<file path="config.mk">
export PLATFORM = sky130hd
export DESIGN_NAME = seq_detect_ctrl
export DESIGN_NICKNAME = d
export VERILOG_FILES = /design/src/rtl/seq_det_pkg.sv /design/src/rtl/seq_det_core.sv /design/src/rtl/seq_detect_ctrl.sv
export SDC_FILE = /design/constraint.sdc
export NUM_CORES = 1
export LEC_CHECK = 0
export ABC_CLOCK_PERIOD_IN_PS = 2800
export CORE_MARGIN = 10
export CORE_UTILIZATION = 50
export CTS_BUF_LIST = sky130_fd_sc_hd__clkbuf_16
export CTS_CLUSTER_DIAMETER = 50
export DETAILED_ROUTE_END_ITERATION = 16
export PLACE_DENSITY = 0.78
export SETUP_SLACK_MARGIN = 0.3
export SLEW_MARGIN = 20
export SYNTH_ARGS = -nofsm -noshare
export SYNTH_HDL_FRONTEND = slang
export SYNTH_SLANG_ARGS = --single-unit
</file>
<file path="constraint.sdc">
create_clock -name clk -period 2.8 [get_ports clk]
set_clock_uncertainty 0.2 [all_clocks]
set_input_delay 0.56 -clock clk [delete_from_list [all_inputs] [get_ports clk]]
set_output_delay 0.56 -clock clk [all_outputs]
set_load 0.05 [all_outputs]
</file>
<file path="src/rtl/seq_det_pkg.sv">
// Shared types and defaults for the programmable serial sequence detector.
package seq_det_pkg;

  localparam int unsigned MAX_LEN_DEF = 8;
  localparam int unsigned CNT_W_DEF   = 8;

  typedef enum logic [1:0] {
    ST_IDLE = 2'd0,
    ST_RUN  = 2'd1,
    ST_DONE = 2'd2
  } state_e;

endpackage

</file>
<file path="src/rtl/seq_det_core.sv">
// Bit history, fill tracking and length-masked pattern compare; hit_c flags the completing bit.
module seq_det_core
  import seq_det_pkg::*;
#(
  parameter int unsigned MAX_LEN = MAX_LEN_DEF,
  parameter int unsigned LEN_W   = $clog2(MAX_LEN + 1)
) (
  input  logic               clk,
  input  logic               rst,
  input  logic               clr_i,
  input  logic               shift_i,
  input  logic               bit_i,
  input  logic [MAX_LEN-1:0] pattern_i,
  input  logic [LEN_W-1:0]   len_i,
  input  logic               overlap_i,
  output logic               hit_c
);

  logic [MAX_LEN-2:0] hist_q, hist_d;
  logic [LEN_W-1:0]   fill_q, fill_d;
  logic [MAX_LEN-1:0] cand, mask;
  logic               enough;

  // Window = previous bits plus the incoming one; only the low len bits are compared.
  always_comb begin
    hit_c  = 1'b0;
    hist_d = hist_q;
    fill_d = fill_q;
    cand   = {hist_q, bit_i};
    for (int unsigned i = 0; i < MAX_LEN; i++) begin
      mask[i] = (i < 32'(len_i));
    end
    enough = ((LEN_W+1)'(fill_q) + (LEN_W+1)'(1)) >= (LEN_W+1)'(len_i);
    hit_c  = shift_i && enough && (((cand ^ pattern_i) & mask) == '0);

    if (clr_i) begin
      hist_d = '0;
      fill_d = '0;
    end else if (shift_i) begin
      hist_d = cand[MAX_LEN-2:0];
      if (hit_c && !overlap_i) begin
        fill_d = '0;
      end else if (fill_q != LEN_W'(MAX_LEN)) begin
        fill_d = fill_q + LEN_W'(1);
      end
    end
  end

  always_ff @(posedge clk or negedge rst) begin
    if (!rst) begin
      hist_q <= '0;
      fill_q <= '0;
    end else begin
      hist_q <= hist_d;
      fill_q <= fill_d;
    end
  end

endmodule

</file>
<file path="src/rtl/seq_detect_ctrl.sv">
// Session controller around seq_det_core: config latch, IDLE/RUN/DONE sequencing, match counting.
module seq_detect_ctrl
  import seq_det_pkg::*;
#(
  parameter int unsigned MAX_LEN = MAX_LEN_DEF,
  parameter int unsigned CNT_W   = CNT_W_DEF,
  parameter int unsigned LEN_W   = $clog2(MAX_LEN + 1)
) (
  input  logic               clk,
  input  logic               rst,
  input  logic               cfg_valid,
  output logic               cfg_ready,
  input  logic [MAX_LEN-1:0] cfg_pattern,
  input  logic [LEN_W-1:0]   cfg_len,
  input  logic               cfg_overlap,
  input  logic [CNT_W-1:0]   cfg_target,
  input  logic               start,
  input  logic               stop,
  input  logic               in,
  input  logic               in_valid,
  output logic               match,
  output logic [CNT_W-1:0]   match_count,
  output logic               busy,
  output logic               done
);

  state_e             state_q, state_d;
  logic [MAX_LEN-1:0] pattern_q, pattern_d;
  logic [LEN_W-1:0]   len_q, len_d;
  logic               overlap_q, overlap_d;
  logic [CNT_W-1:0]   target_q, target_d;
  logic [CNT_W-1:0]   cnt_q, cnt_d, cnt_inc;
  logic               match_q, match_d;
  logic               clr_c, shift_c, hit_c;

  function automatic logic [LEN_W-1:0] clamp_len(input logic [LEN_W-1:0] l);
    if (l == '0) return LEN_W'(1);
    if (32'(l) > MAX_LEN) return LEN_W'(MAX_LEN);
    return l;
  endfunction

  seq_det_core #(
    .MAX_LEN (MAX_LEN),
    .LEN_W   (LEN_W)
  ) u_core (
    .clk       (clk),
    .rst       (rst),
    .clr_i     (clr_c),
    .shift_i   (shift_c),
    .bit_i     (in),
    .pattern_i (pattern_q),
    .len_i     (len_q),
    .overlap_i (overlap_q),
    .hit_c     (hit_c)
  );

  // A stop in RUN discards that cycle's bit so the held count stays exact.
  always_comb begin
    state_d   = state_q;
    pattern_d = pattern_q;
    len_d     = len_q;
    overlap_d = overlap_q;
    target_d  = target_q;
    cnt_d     = cnt_q;
    match_d   = 1'b0;
    clr_c     = 1'b0;
    shift_c   = in_valid && (state_q == ST_RUN) && !stop;
    cnt_inc   = (cnt_q == '1) ? cnt_q : cnt_q + CNT_W'(1);

    if (cfg_valid && (state_q == ST_IDLE)) begin
      pattern_d = cfg_pattern;
      len_d     = clamp_len(cfg_len);
      overlap_d = cfg_overlap;
      target_d  = cfg_target;
    end

    case (state_q)
      ST_IDLE: begin
        if (start && !stop) begin
          state_d = ST_RUN;
          cnt_d   = '0;
          clr_c   = 1'b1;
        end
      end
      ST_RUN: begin
        if (stop) begin
          state_d = ST_IDLE;
          clr_c   = 1'b1;
        end else if (hit_c) begin
          match_d = 1'b1;
          cnt_d   = cnt_inc;
          if ((target_q != '0) && (cnt_inc == target_q)) state_d = ST_DONE;
        end
      end
      ST_DONE: begin
        if (stop) begin
          state_d = ST_IDLE;
          clr_c   = 1'b1;
        end else if (start) begin
          state_d = ST_RUN;
          cnt_d   = '0;
          clr_c   = 1'b1;
        end
      end
      default: state_d = ST_IDLE;
    endcase
  end

  always_ff @(posedge clk or negedge rst) begin
    if (!rst) begin
      state_q   <= ST_IDLE;
      pattern_q <= '0;
      len_q     <= LEN_W'(1);
      overlap_q <= 1'b1;
      target_q  <= '0;
      cnt_q     <= '0;
      match_q   <= 1'b0;
    end else begin
      state_q   <= state_d;
      pattern_q <= pattern_d;
      len_q     <= len_d;
      overlap_q <= overlap_d;
      target_q  <= target_d;
      cnt_q     <= cnt_d;
      match_q   <= match_d;
    end
  end

  assign cfg_ready   = (state_q == ST_IDLE);
  assign busy        = (state_q == ST_RUN);
  assign done        = (state_q == ST_DONE);
  assign match       = match_q;
  assign match_count = cnt_q;

endmodule

</file>
==> summary.md <==
| Metric | Value |
|---|---|
| Residual DRC | `0` |
| Class of the worst hold path | `input pin to async pin` |
| Die width | `90.30 µm` |
| Minimum clock period after layout | `2.479 ns` |
| CP arrival | `1.72 ns` |
| Post-Synthesis Mean Instance Area | `9.767 µm²` |
| Finished Layout Cells | `368` |
| Post-synth EDFFs | `0` |
| M2 GR Usage | `between 20% and 30%` |
| Max Cap Viol | `0` |
| First-pass GRT wire length | `9.936 mm` |
| WL per Instance | `16.04 µm` |
| Crit path cell chain | `clkdlybuf4s50_1` |
| Layout cells sized above 1 | `19.60%` |
| # fillers | `386` |
| H-tree Lvls | `2` |
| Setup TNS | `0 ns` |
| Buf/Inv on CP | `1` |
| Syn Inst Count | `around 250` |
| Worst EP required | `between 2 and 2.5 ns` |
| Hold Buf Count CTS | `0` |
| Initial antenna violation count | `0` |
| Iter 0 DRT Violations | `178` |
| Grt ovf | `0` |
| DRT Pass-1 Iters | `4` |
| Post-Syn Area | `0.002471 mm²` |
| Max Fclk | `403.4 MHz` |
| Startpoint types | `flip-flop` |
| Relative slew slack | `56.16%` |
| Via/cell ratio | `5.742` |
| Unrepaired setup endpoints after global routing | `yes` |
| DP Cell Count | `356` |
| VDD IR max | `0.3427 mV` |
| Clk Latency, worst-skew pair | `0.28 ns` |
| Largest net degree at the start of global routing | `30` |
| # setup viols final | `0` |
| WS Path Type | `flip-flop to primary output` |
| Seq/Total Area, Yosys | `43.65%` |
| CP Max Fanout | `10` |
| Placed cell areas | `0.002952 mm²` |
| Initial cell density of the core | `51.97%` |
| Clock Path Buffers | `2` |
| DP Wirelength | `4.302 mm` |
| Total power | `1785 µW` |
| Routing usage on met3 | `3.824%` |
| Power per cell area | `564.9 mW/mm²` |
| Synth Flop Type | `dfrtp_1` |
| Largest area contributor in the synthesized netlist | `dfrtp_1` |
| DR vias | `2,113` |
| Final Hold Vio Count | `0` |
| Slew at the pin with the worst max-slew slack | `0.6577 ns` |
| Root buf cell | `clkbuf_16` |
| Gr usage total | `14.42%` |
| Delay-heaviest family, CP | `buffers and inverters` |
| Total Nets Final | `335` |
| Fin area | `between 0.003 and 0.004 mm²` |
| Setup WS pre-CTS | `~0.16 ns` |
| Synth top area share | `41.52%` |
| Static Leakage | `~0.0013 µW` |
| Die height | `around 90 µm` |
| Worst reg2reg setup slack | `0.42 ns` |
| Met1 Use GR | `between 10% and 20%` |
| Slew Limit Fails | `0` |
| IO Port Bufs | `39` |
| Flops & latches, synth | `43` |
| Global routing's busiest layer | `met2` |
| Layout area overhead | `27.85%` |
| CTS buffer count | `5` |
| Sink Count | `43` |
| Clk slew on worst S/H paths | `0.06 ns` |
| Syn Nets | `288` |
| Worst path max stage delay | `0.88 ns` |
| Critical Path End Type | `primary output` |
| Final antenna diode count | `0` |
| Crit share post-route | `between 80% and 90%` |
| TritonCTS clock tree | `built` |
| Routed WL | `5.902 mm` |
| RD Place Congestion | `0.9046` |
| CP max-delay cell | `clkdlybuf4s50_1` |
| Die ar. | `around 0.0082 mm²` |
| Number of global-route vias before repair | `2,054` |
| Status | `finished, final reports clean` |
| Setup ws final | `0.3214 ns` |
| Core Area | `0.004755 mm²` |
| IO Pins | `40` |
| Share of flip-flops with an asynchronous set or reset | `100.0%` |
| Count of cell types in the netlist | `48` |
| Remaining antenna violation count | `0` |
| Synth area leaders | `dfrtp_1 (42%), mux2_2 (8.2%), a21oi_1 (4.1%)` |
| Yosys warnings | `0` |
| Number of core rows | `25` |
## logic make-up (layout without fill, tap and decap cells)
logic type	after synthesis	after routing	share of synthesized area, %
AO/OA/AOI/OAI	62	62	15.60
buffers and inverters	23	71	4.101
flip-flops	43	43	43.65
adder cells (fa/ha/maj)	7	7	3.544
XOR/XNOR	17	17	6.025
multiplexers	19	19	8.607
AND/OR/NAND/NOR	82	82	18.48
## final cells by class
| type | instances | area [µm²] | share of cell area, % |
|---|---|---|---|
| Multi-Input combinational cell | 187 | 1326 | 41.98 |
| Sequential cell | 43 | 1082 | 34.26 |
| Timing Repair Buffer | 52 | 484.2 | 15.33 |
| Clock buffer | 5 | 125.1 | 3.960 |
| Tap cell | 67 | 83.83 | 2.653 |
| Inverter | 11 | 41.29 | 1.307 |
| Clock inverter | 3 | 16.27 | 0.5149 |
## what timing repair did
action | CTS | global route
resized for setup | 4 | 11
setup endpoints to repair | 6 | 11
setup buffers | 0 | 4
pin swaps | 0 | 3
## per-layer routing
layer | share of wire, % | up-vias | wire [µm]
li1 | - | 1012 | -
met1 | 46 | 1016 | 2727
met2 | 46 | 78 | 2688
met3 | 7.2 | 7 | 425
met4 | 1.0 | 0 | 60
met5 | 0 | - | 0
## state kept, by name (all words and copies together), names as in the netlist
name / cells
len_q: 4
match: 1
match_count: 8
overlap_q: 1
pattern_q: 8
state_q: 2
target_q: 8
u_core.fill_q: 4
u_core.hist_q: 7
## synthesized netlist by cell type (2+ instances only)
cell type	number
a21o_1	2
a21oi_1	20
a22o_1	2
a31o_2	2
a31oi_1	4
and3_1	5
and4_1	2
buf_2	6
clkbuf_1	5
dfrtp_1	41
dfstp_2	2
ha_1	7
inv_1	11
mux2_2	18
nand2_1	26
nand2b_1	4
nand3_1	7
nand3b_1	3
nand4_1	3
nor2_1	6
nor3_1	5
nor3b_1	3
nor4_1	5
o21ai_0	15
o21bai_1	2
o22ai_1	7
or3_1	4
xnor2_1	11
xor2_1	6
## worst paths after layout
check	from	to	cells past startpoint
min in group clk	pattern_q[6]$_DFFE_PN0P_	pattern_q[6]$_DFFE_PN0P_	1
max in group asynchronous	rst	overlap_q$_DFFE_PN1P_	2
worst min register to register	pattern_q[6]$_DFFE_PN0P_	pattern_q[6]$_DFFE_PN0P_	1
worst max register to register	u_core.fill_q[0]$_DFFE_PN0P_	match_count[3]$_DFFE_PN0P_	9
worst min-delay path	rst	pattern_q[4]$_DFFE_PN0P_	1
worst max-delay path	match_count[2]$_DFFE_PN0P_	match_count[2]	1
## worst reg2reg max path, stage by stage (launching register included)
cell and delay (ns):
dfrtp_2 0.43, ha_2 0.22, xor2_1 0.15, ha_1 0.28, o21ai_0 0.23, o21ai_2 0.12, a31o_2 0.22, buf_4 0.17
a41oi_2 0.19, a21oi_1 0.06
## layout by cell type, fill, tap and decap left out, drive strengths merged, types with 2 or more instances in the layout
cell / Yosys / layout
xor2: 6 / 6
xnor2: 11 / 11
nand3b: 3 / 3
clkbuf: 5 / 5
a211oi: 2 / 2
o21bai: 2 / 2
o21ai: 15 / 15
nand2b: 5 / 5
nor3b: 3 / 3
o22ai: 7 / 7
nand4: 3 / 3
and3: 5 / 5
nand2: 26 / 26
ha: 7 / 7
dfstp: 2 / 2
a21o: 2 / 2
dfrtp: 41 / 41
nor2: 6 / 6
a31o: 2 / 2
or3: 4 / 4
nor3: 5 / 5
nand3: 8 / 8
mux2: 18 / 18
clkdlybuf4s50: 0 / 35
inv: 11 / 12
a22o: 2 / 2
a21oi: 20 / 20
a31oi: 4 / 4
nor4: 6 / 6
buf: 7 / 14
and4: 2 / 2
## through the flow
step | hold slack (ns) | util, %
final | 0.1038 | 66.45
after global routing | 0.1574 | 66.45
after CTS | 0.1323 | 65.03
after detailed placement | 0.3199 | 62.08
after global placement | 0.3142 | 62.08
after floorplan | 0.06441 | -
## power by group
group          internal (µW)  switching (µW)
Combinational            219             221
Clock                    325             236
Sequential               698            84.8
Total                   1240             542
Power figures use the tool's default switching activity.
